## config.mk

```make
export PLATFORM = sky130hd
export DESIGN_NAME = jk_cmd_driver
export DESIGN_NICKNAME = d
export VERILOG_FILES = /design/src/rtl/jk_pkg.sv /design/src/rtl/jk_cmd_fifo.sv /design/src/rtl/jk_cmd_driver.sv
export SDC_FILE = /design/constraint.sdc
export NUM_CORES = 1
export LEC_CHECK = 0
export CAP_MARGIN = 20
export CORE_ASPECT_RATIO = 0.6
export CORE_UTILIZATION = 46
export DETAILED_ROUTE_END_ITERATION = 12
export PLACE_DENSITY = 0.72
export SETUP_SLACK_MARGIN = 0.1
export SLEW_MARGIN = 0
export SYNTH_ARGS = -nofsm -noshare
export SYNTH_HDL_FRONTEND = slang
export SYNTH_SLANG_ARGS = --single-unit
```

## constraint.sdc

```tcl
create_clock -name CLK -period 6.52 [get_ports CLK]
set_clock_uncertainty 0.15 [all_clocks]
set_input_delay 1.63 -clock CLK [delete_from_list [all_inputs] [get_ports CLK]]
set_output_delay 1.63 -clock CLK [all_outputs]
set_load 0.02 [all_outputs]
```

## src/rtl/jk_pkg.sv

```systemverilog
// Shared encodings for the JK excitation driver: command opcodes, FSM states,
// and the packed command record width.
package jk_pkg;

    typedef enum logic [1:0] {
        OP_HOLD   = 2'd0,
        OP_CLEAR  = 2'd1,
        OP_SET    = 2'd2,
        OP_TOGGLE = 2'd3
    } jk_op_e;

    typedef enum logic {
        ST_IDLE  = 1'b0,
        ST_APPLY = 1'b1
    } jk_state_e;

    // Record layout is {op, rep, mask}.
    function automatic int cmd_rec_w(input int width, input int rep_w);
        return width + rep_w + 2;
    endfunction

endpackage

```

## src/rtl/jk_cmd_fifo.sv

```systemverilog
// Command FIFO with full/empty/count. It updates on the falling edge so that it
// stays in step with the JK bank. Pointers wrap naturally because DEPTH is a power of 2.
module jk_cmd_fifo #(
    parameter int W     = 10,
    parameter int DEPTH = 4
) (
    input  logic                     CLK,
    input  logic                     Reset,
    input  logic                     push,
    input  logic [W-1:0]             wdata,
    input  logic                     pop,
    output logic [W-1:0]             rdata,
    output logic                     full,
    output logic                     empty,
    output logic [$clog2(DEPTH):0]   count
);
    localparam int AW = $clog2(DEPTH);
    localparam int CW = AW + 1;

    logic [W-1:0]  mem [DEPTH];
    logic [AW-1:0] wptr, rptr;
    logic          do_push, do_pop;

    // Full blocks a push even when a pop lands on the same edge.
    assign full    = (count == CW'(DEPTH));
    assign empty   = (count == '0);
    assign do_push = push && !full;
    assign do_pop  = pop && !empty;
    assign rdata   = mem[rptr];

    always_ff @(negedge CLK or posedge Reset) begin
        if (Reset) begin
            wptr  <= '0;
            rptr  <= '0;
            count <= '0;
        end else begin
            if (do_push) wptr <= wptr + AW'(1);
            if (do_pop)  rptr <= rptr + AW'(1);
            case ({do_push, do_pop})
                2'b10:   count <= count + CW'(1);
                2'b01:   count <= count - CW'(1);
                default: count <= count;
            endcase
        end
    end

    always_ff @(negedge CLK) begin
        if (do_push) mem[wptr] <= wdata;
    end

endmodule

```

## src/rtl/jk_cmd_driver.sv

```systemverilog
// Plays buffered mask commands onto per-bit J/K lines for rep+1 periods and
// tracks the expected JK bank state in shadow_q.
module jk_cmd_driver
    import jk_pkg::*;
#(
    parameter int WIDTH = 4,
    parameter int DEPTH = 4,
    parameter int REP_W = 4
) (
    input  logic                     CLK,
    input  logic                     Reset,
    input  logic                     cmd_valid,
    output logic                     cmd_ready,
    input  logic [1:0]               cmd_op,
    input  logic [WIDTH-1:0]         cmd_mask,
    input  logic [REP_W-1:0]         cmd_rep,
    output logic [WIDTH-1:0]         J,
    output logic [WIDTH-1:0]         K,
    output logic [WIDTH-1:0]         shadow_q,
    output logic                     busy,
    output logic                     done,
    output logic [$clog2(DEPTH):0]   fifo_count
);
    localparam int CMD_W = cmd_rec_w(WIDTH, REP_W);

    logic [CMD_W-1:0] push_rec, head_rec;
    logic             full, empty, pop, finish;
    logic [1:0]       head_op;
    logic [REP_W-1:0] head_rep, rep_cnt;
    logic [WIDTH-1:0] head_mask, head_j, head_k;
    jk_state_e        state_q, state_d;

    assign push_rec  = {cmd_op, cmd_rep, cmd_mask};
    assign {head_op, head_rep, head_mask} = head_rec;
    assign cmd_ready = !full;
    assign busy      = (state_q == ST_APPLY);

    jk_cmd_fifo #(.W(CMD_W), .DEPTH(DEPTH)) u_fifo (
        .CLK   (CLK),
        .Reset (Reset),
        .push  (cmd_valid),
        .wdata (push_rec),
        .pop   (pop),
        .rdata (head_rec),
        .full  (full),
        .empty (empty),
        .count (fifo_count)
    );

    always_comb begin
        head_j = '0;
        head_k = '0;
        case (jk_op_e'(head_op))
            OP_CLEAR:  head_k = head_mask;
            OP_SET:    head_j = head_mask;
            OP_TOGGLE: begin
                head_j = head_mask;
                head_k = head_mask;
            end
            default: ;
        endcase
    end

    always_comb begin
        state_d = state_q;
        pop     = 1'b0;
        finish  = 1'b0;
        case (state_q)
            ST_IDLE: begin
                if (!empty) begin
                    pop     = 1'b1;
                    state_d = ST_APPLY;
                end
            end
            ST_APPLY: begin
                // Last period ends here; chain the next command without a gap.
                if (rep_cnt == '0) begin
                    finish = 1'b1;
                    if (!empty) pop = 1'b1;
                    else        state_d = ST_IDLE;
                end
            end
            default: state_d = ST_IDLE;
        endcase
    end

    always_ff @(negedge CLK or posedge Reset) begin
        if (Reset) state_q <= ST_IDLE;
        else       state_q <= state_d;
    end

    always_ff @(negedge CLK or posedge Reset) begin
        if (Reset) begin
            rep_cnt  <= '0;
            J        <= '0;
            K        <= '0;
            shadow_q <= '0;
            done     <= 1'b0;
        end else begin
            done     <= finish;
            // JK next-state: Q+ = J&~Q | ~K&Q, using last period's excitation.
            shadow_q <= (J & ~shadow_q) | (~K & shadow_q);
            if (pop) begin
                rep_cnt <= head_rep;
                J       <= head_j;
                K       <= head_k;
            end else if (state_q == ST_APPLY && rep_cnt != '0) begin
                rep_cnt <= rep_cnt - REP_W'(1);
            end else if (state_d == ST_IDLE) begin
                J <= '0;
                K <= '0;
            end
        end
    end

endmodule

```

==> flow_summary_export.csv, run 1 <==
group,metric,value,unit
clock_network,clockRootBuffer,"clkbuf_8",
die,die_span_x,99.5,microns
synthesis,warning_count_from_the_yosys_run,0,
finish,drive_above_1_share,0.164,
sta,finalHoldViolCount,0,
detailed_routing,firstDrtPassIters,4,
clock_network,cts.clk_slew.worst_paths,0.05,ns
sta,worst_slew_pin_slew,0.738,ns
job,drv.max_cap_violation_count,0,
setup_path,cp_max_delay_cell,"clkdlybuf4s50_1",
setup_path,critical_path.top_delay_family,"buffers and inverters",
die,core_area,5280,sq um
finish,insertedDiodeCount,0,
sta,report.final.setup_viol,0,
detailed_routing,routed_wire_length,4770,microns
outcome,outcome,"finished, final reports clean",
setup_path,crit_path_max_incr_delay,0.60,ns
synthesis,synth_cell_types,30,
pwr,power.ir.vdd_worst,0.000203,V
clock_network,clock_tree_from_tritoncts,"done",
clock_network,clkLatencyLatePin,0.38,ns
grt,grt_antenna_before_repair,0,
grt,wire_length_of_the_first_global_routing_pass,8020,microns
setup_path,worst_path_arrival,4.59,ns
clock_network,max-clock-path-buffers,2,
synthesis,area_of_the_mapped_netlist,2620,sq um
setup_path,sequence_of_cells_on_the_critical_path,"clkdlybuf4s50_1",
setup_path,cp-end-kind,"output pin",
detailed_routing,via_per_inst,4.83,
sta,relSlewSlack,0.508,
synthesis,synth_fp_nets,183,
grt,pin_count_of_the_biggest_net_entering_global_routing,26,
detailed_routing,wire_per_inst,14.6,microns
sta,timing.final.max_slew_violations,0,
detailed_routing,detail_route.drc_violations,0,
setup_path,critical_path.startpoint_type,"flip-flop",
clock_network,tritoncts_buffer_count,9,
sta,finalHoldWorstSlack,0.264,ns
hold_path,worst_min_delay_path_category,"reg2reg",
detailed_routing,drt_iter0_markers,62,
grt,number_of_global_route_vias_before_repair,1807,
synthesis,synth.avg_cell_area,16.2,sq um
finish,syn_to_final_growth,31.1,%
setup_path,cp.buffers_inverters,1,
pwr,power_density,465,nW/um^2
sta,grt_setup_unrepaired,"false",
synthesis,netlist_instances,162,
die,num_rows,20,
die,die_area,6020,sq um
setup_path,timing_worst_setup_path_type,"reg2out",
finish,nNetsFinal,268,
place,port_buffers,30,
detailed_routing,num_vias,1580,
synthesis,yosysSeqAreaShare,0.696,
clock_network,clock_tree.htree_level_count,3,
die,initial_core_util,0.497,
die,die_h,60.5,microns
clock_network,clock_sinks,65,
detailed_routing,detail-route-antenna-nets,0,
setup_path,critical_path_peak_fanout,2,
synthesis,synth_seq_cells,65,
grt,globalRouteOverflowTotal,0,
setup_path,worst_ep_required_time,4.74,ns
place,dpl.hpwl,3310,microns
grt,grt_use_total,0.187,
die,floorplan.io_pins,31,
pwr,total_power,0.00160,W
pwr,total_leakage_power,1.59,nW
place,gp_congestion,0.741,
-- worst paths after layout --
| check | start | to | slack, ns | cells past startpoint |
|---|---|---|---|---|
| setup / recovery | J[3] | J[3] | 0.15 | 1 |
| hold / removal | shadow_q[1] | shadow_q[1] | 0.26 | 1 |
| setup reg to reg | rep_cnt[0] | u_fifo.count[2] | 3.65 | 12 |
| hold reg to reg | shadow_q[1] | shadow_q[1] | 0.26 | 1 |
| max in group asynchronous | Reset | u_fifo.rptr[0] | 1.28 | 3 |
| min in group asynchronous | Reset | J[3] | 4.66 | 3 |
-- final cells by class --
type,instances,area (sq um)
flip-flops and latches,65,1830
clock buffers,9,124
repair buffers,39,424
clock inverters,45,195
inverters,14,52.6
multi-input cells,78,721
fillers,398,1840
well taps,77,96.3
-- state kept, by name (all words and copies together) (netlist names) --
register and count:
u_fifo.rptr 2, rep_cnt 4, done 1, K 4, busy 1, J 4
u_fifo.wptr 2, u_fifo.count 3, shadow_q 4, u_fifo.mem 40
-- cell usage after synthesis, drive strengths merged --
cell type  number  area, sq um
fa              1         20.0
o21ai           5         25.0
xnor2           3         26.3
ha              7         87.6
a221o           1         10.0
buf             3         21.3
mux2            3         37.5
o22ai           3         18.8
nand2          16         60.1
mux2i           4         40.0
o221a           2         22.5
a22oi           1         7.51
xor2            3         26.3
a21oi           2         10.0
mux4           10          225
or3             1         6.26
edfxtp         40         1200
nor2            3         11.3
and3            4         25.0
dfrtn          25          626
nor3            3         15.0
nand3           3         15.0
and2            2         15.0
clkbuf          1         3.75
inv            15         56.3
or3b            1         11.3
-- repair_timing --
action | CTS | global route
buffers inserted | 0 | 0
setup endpoints to repair | 10 | 7
endpoints found under the hold margin | 0 | 0
pin swaps | 1 | 1
hold buffers | 0 | 0
cloned | 0 | 0
resized for setup | 10 | 8
-- through the flow --
step / TNS, ns / setup WS [ns] / cell area [sq um] / utilization / std cells
after floorplan: 0 / 0.213 / 2620 / - / 162
after global placement: -0.188 / -0.176 / 3110 / 0.590 / 274
after detailed placement: -0.333 / -0.255 / 3110 / 0.590 / 274
after CTS: 0 / 0.101 / 3420 / 0.648 / 327
after global routing: 0 / 0.100 / 3440 / 0.651 / 327
final: 0 / 0.149 / 3440 / 0.651 / 327
-- kinds of logic after synthesis --
group           after synthesis  synth area share
compound gates               14            0.0358
fa+ha+maj                     8            0.0410
mux                          17             0.115
xor+xnor                      6            0.0200
flops                        65             0.696
simple gates                 33            0.0606
buf+inv                      19            0.0310
-- layer usage --
metal / track usage / part of all wire / vias up
met5: 0 / 0 / -
met4: 0.126 / 0.011 / 0
li1: - / - / 762
met1: 0.218 / 0.45 / 775
met2: 0.314 / 0.50 / 39
met3: 0.0530 / 0.033 / 4
-- cell usage in the layout, fill, tap and decap left out, drive strengths merged, types with 3 or more instances in the layout --
cell and instances:
nor2 3, dlygate4sd2 9, and3 4, inv 58
o21ai 5, clkbuf 9, xor2 3, o22ai 3
buf 9, mux4 10, nor3 3, ha 7
xnor2 3, dfrtn 25, clkdlybuf4s50 14, edfxtp 40
mux2 3, nand2 16, mux2i 4, dlymetal6s2s 7
nand3 3
-- power breakdown --
part	switching [W]	internal, W
Clock	0.000219	0.000173
Sequential	0.000100	0.000578
Combinational	0.000261	0.000271
Total	0.000580	0.00102
No activity file was read; power rests on OpenSTA's default activity.
==> run 2: changes to the inputs <==
--- a/config.mk
+++ b/config.mk
@@ -6,9 +6,10 @@
 export NUM_CORES = 1
 export LEC_CHECK = 0
+export ABC_AREA = 1
 export CAP_MARGIN = 20
 export CORE_ASPECT_RATIO = 0.6
 export CORE_UTILIZATION = 46
 export DETAILED_ROUTE_END_ITERATION = 12
-export PLACE_DENSITY = 0.72
+export PLACE_DENSITY = 0.69
 export SETUP_SLACK_MARGIN = 0.1
 export SLEW_MARGIN = 0
--- a/constraint.sdc
+++ b/constraint.sdc
@@ -3,3 +3,3 @@
 set_input_delay 1.63 -clock CLK [delete_from_list [all_inputs] [get_ports CLK]]
 set_output_delay 1.63 -clock CLK [all_outputs]
-set_load 0.02 [all_outputs]
+set_load 0.1 [all_outputs]
==> flow_summary_export.csv, run 2 <==
group,metric,value,unit
synthesis,yosys.area.top_type_share,0.411,
finish,registers.top_by_ff_count,"u_fifo.mem",
synthesis,area_of_the_mapped_netlist,2930,sq um
place,gp_congestion,0.801,
detailed_routing,detail_route.drc_violations,0,
grt,globalRouteOverflowTotal,0,
outcome,outcome,"finished, final reports clean",
sta,report.final.setup_viol,0,
die,initial_core_util,0.479,
synthesis,synth_common_cells,"nand2_1, inv_1, edfxtp_1",
detailed_routing,wire_per_inst,12.3,microns
clock_network,clkLatencyLatePin,0.39,ns
detailed_routing,via_per_inst,4.66,
synthesis,netlist_instances,291,
clock_network,clock_sinks,65,
finish,num-fill-cells,510,
grt,wire_length_of_the_first_global_routing_pass,9810,microns
finish,layout_commonest_cell,"inv_1",
grt,number_of_global_route_vias_before_repair,2192,
finish,nNetsFinal,392,
die,core_area,6110,sq um
setup_path,timing_worst_setup_path_type,"in2reg",
clock_network,cts.clk_slew.worst_paths,0.05,ns
setup_path,worst_path_arrival,3.05,ns
synthesis,synth_flop_cell,"edfxtp_1",
sta,timing.final.max_slew_violations,0,
clock_network,cts.repair_timing.setup_buffer_count,0,
synthesis,synth_fp_nets,312,
grt,pin_count_of_the_biggest_net_entering_global_routing,26,
synthesis,async_reset_ff_frac,0.385,
die,floorplan.io_pins,31,
sta,grt_setup_unrepaired,"false",
finish,insertedDiodeCount,0,
synthesis,synth_area_leader_cell,"edfxtp_1",
die,die_area,6690,sq um
clock_network,cts_hold_buffers,0,
synthesis,post_synth_edffs,40,
hold_path,worst_min_delay_path_category,"reg2reg",
sta,relSlewSlack,0.457,
finish,most-common-layout-cells,"inv_1, nand2_1, edfxtp_1",
synthesis,synth_seq_cells,65,
setup_path,critical_path_peak_fanout,3,
finish,syn_to_final_growth,32.8,%
clock_network,tritoncts_buffer_count,9,
hold_path,hold_path.startpoint,"K[0]",
sta,worst_slew_pin_slew,0.814,ns
synthesis,synth_most_common_cell,"nand2_1",
synthesis,synth.avg_cell_area,10.1,sq um
detailed_routing,num_vias,2137,
sta,finalHoldViolCount,0,
setup_path,critical_path.startpoint_type,"input port",
job,drv.max_cap_violation_count,0,
setup_path,r2r_start,"rep_cnt[0]",
finish,fin_util,0.636,
grt,grt_antenna_before_repair,0,
clock_network,clock_tree.htree_level_count,3,
clock_network,cts_resized,0,
die,die_h,63.8,microns
setup_path,worst_ep_required_time,3.28,ns
synthesis,synth.area.top_cells,"edfxtp_1, dfrtn_1, nand2_1, inv_1, nand3_1",
die,num_rows,22,
synthesis,warning_count_from_the_yosys_run,0,
place,dpl.hpwl,3880,microns
detailed_routing,firstDrtPassIters,6,
detailed_routing,drt_iter0_markers,104,
detailed_routing,detail-route-antenna-nets,0,
detailed_routing,routed_wire_length,5670,microns
synthesis,yosysSeqAreaShare,0.624,
clock_network,clock_tree_from_tritoncts,"done",
clock_network,clockRootBuffer,"clkbuf_8",
setup_path,startpoint,"cmd_valid",
grt,grt_use_total,0.194,
place,port_buffers,30,
clock_network,max-clock-path-buffers,2,
finish,largest_register_ffs,40,
synthesis,synth_cell_types,23,
setup_path,cp-end-kind,"flip-flop",
finish,drive_above_1_share,0.163,
die,die_span_x,105,microns
## run 2: cell families (layout without fill, tap and decap cells)
| kind of cell | after synthesis | count (layout) | share of synthesized area |
|---|---|---|---|
| buffers and inverters | 67 | 151 | 0.0932 |
| adder cells (fa/ha/maj) | 8 | 8 | 0.0368 |
| flip-flops | 65 | 65 | 0.624 |
| XOR/XNOR | 6 | 6 | 0.0180 |
| AO/OA/AOI/OAI | 10 | 10 | 0.0210 |
| AND/OR/NAND/NOR | 135 | 135 | 0.207 |
## run 2: critical path, cell delays in order
cell	delay [ns]
clkdlybuf4s50_1	0.41
nand2_2	0.08
ha_1	0.13
inv_1	0.08
fa_2	0.36
a21oi_2	0.14
o21ai_1	0.08
xor2_1	0.15
## run 2: metrics by stage
| stage | hold slack [ns] | cells | setup WS (ns) | TNS [ns] | cell area (sq um) |
|---|---|---|---|---|---|
| 2_1_floorplan | 0.302 | 291 | -0.0328 | -0.0328 | 2940 |
| 3_3_place_gp | 0.290 | 405 | -0.133 | -0.133 | 3530 |
| 3_5_place_dp | 0.301 | 405 | -0.200 | -0.200 | 3530 |
| 4_1_cts | 0.302 | 459 | 0.151 | 0 | 3880 |
| 5_1_grt | 0.320 | 459 | 0.137 | 0 | 3890 |
| 6_report | 0.299 | 459 | 0.226 | 0 | 3890 |
## run 2: path summary, 6_finish.rpt
path                                   endpoint  slack [ns]  depth (start not counted)
worst max-delay path            u_fifo.count[2]        0.23                          8
worst min-delay path                shadow_q[0]        0.30                          1
worst max register to register  u_fifo.count[2]        4.07                         10
worst min register to register      shadow_q[0]        0.30                          1
max in group asynchronous            rep_cnt[3]        1.29                          3
min in group asynchronous                  K[3]        4.65                          3
## run 2: cell type report
| type | count | area (sq um) | area share |
|---|---|---|---|
| Multi-Input combinational cell | 159 | 845 | 0.217 |
| Clock buffer | 10 | 149 | 0.0383 |
| Tap cell | 84 | 105 | 0.0270 |
| Inverter | 59 | 221 | 0.0570 |
| Sequential cell | 65 | 1830 | 0.470 |
| Timing Repair Buffer | 37 | 533 | 0.137 |
| Clock inverter | 45 | 206 | 0.0531 |
## run 2: metal layers
layer	wire length [microns]	global-route usage	vias to the layer above
li1	-	-	1072
met1	2600	0.239	986
met2	2610	0.300	72
met3	416	0.0776	7
met4	45	0.0986	0
met5	0	0	-
Power of run 2 is not shown: default switching activity piles up to over one toggle a cycle in this logic, so the estimate is an artifact.
==> run 3: changes to the inputs <==
SLEW_MARGIN = unset   (was 0)
==> results of run 3 <==
Same layout as run 2: the final DEF is identical, and so are final timing and power.
Power of run 3 is left out for the same reason.
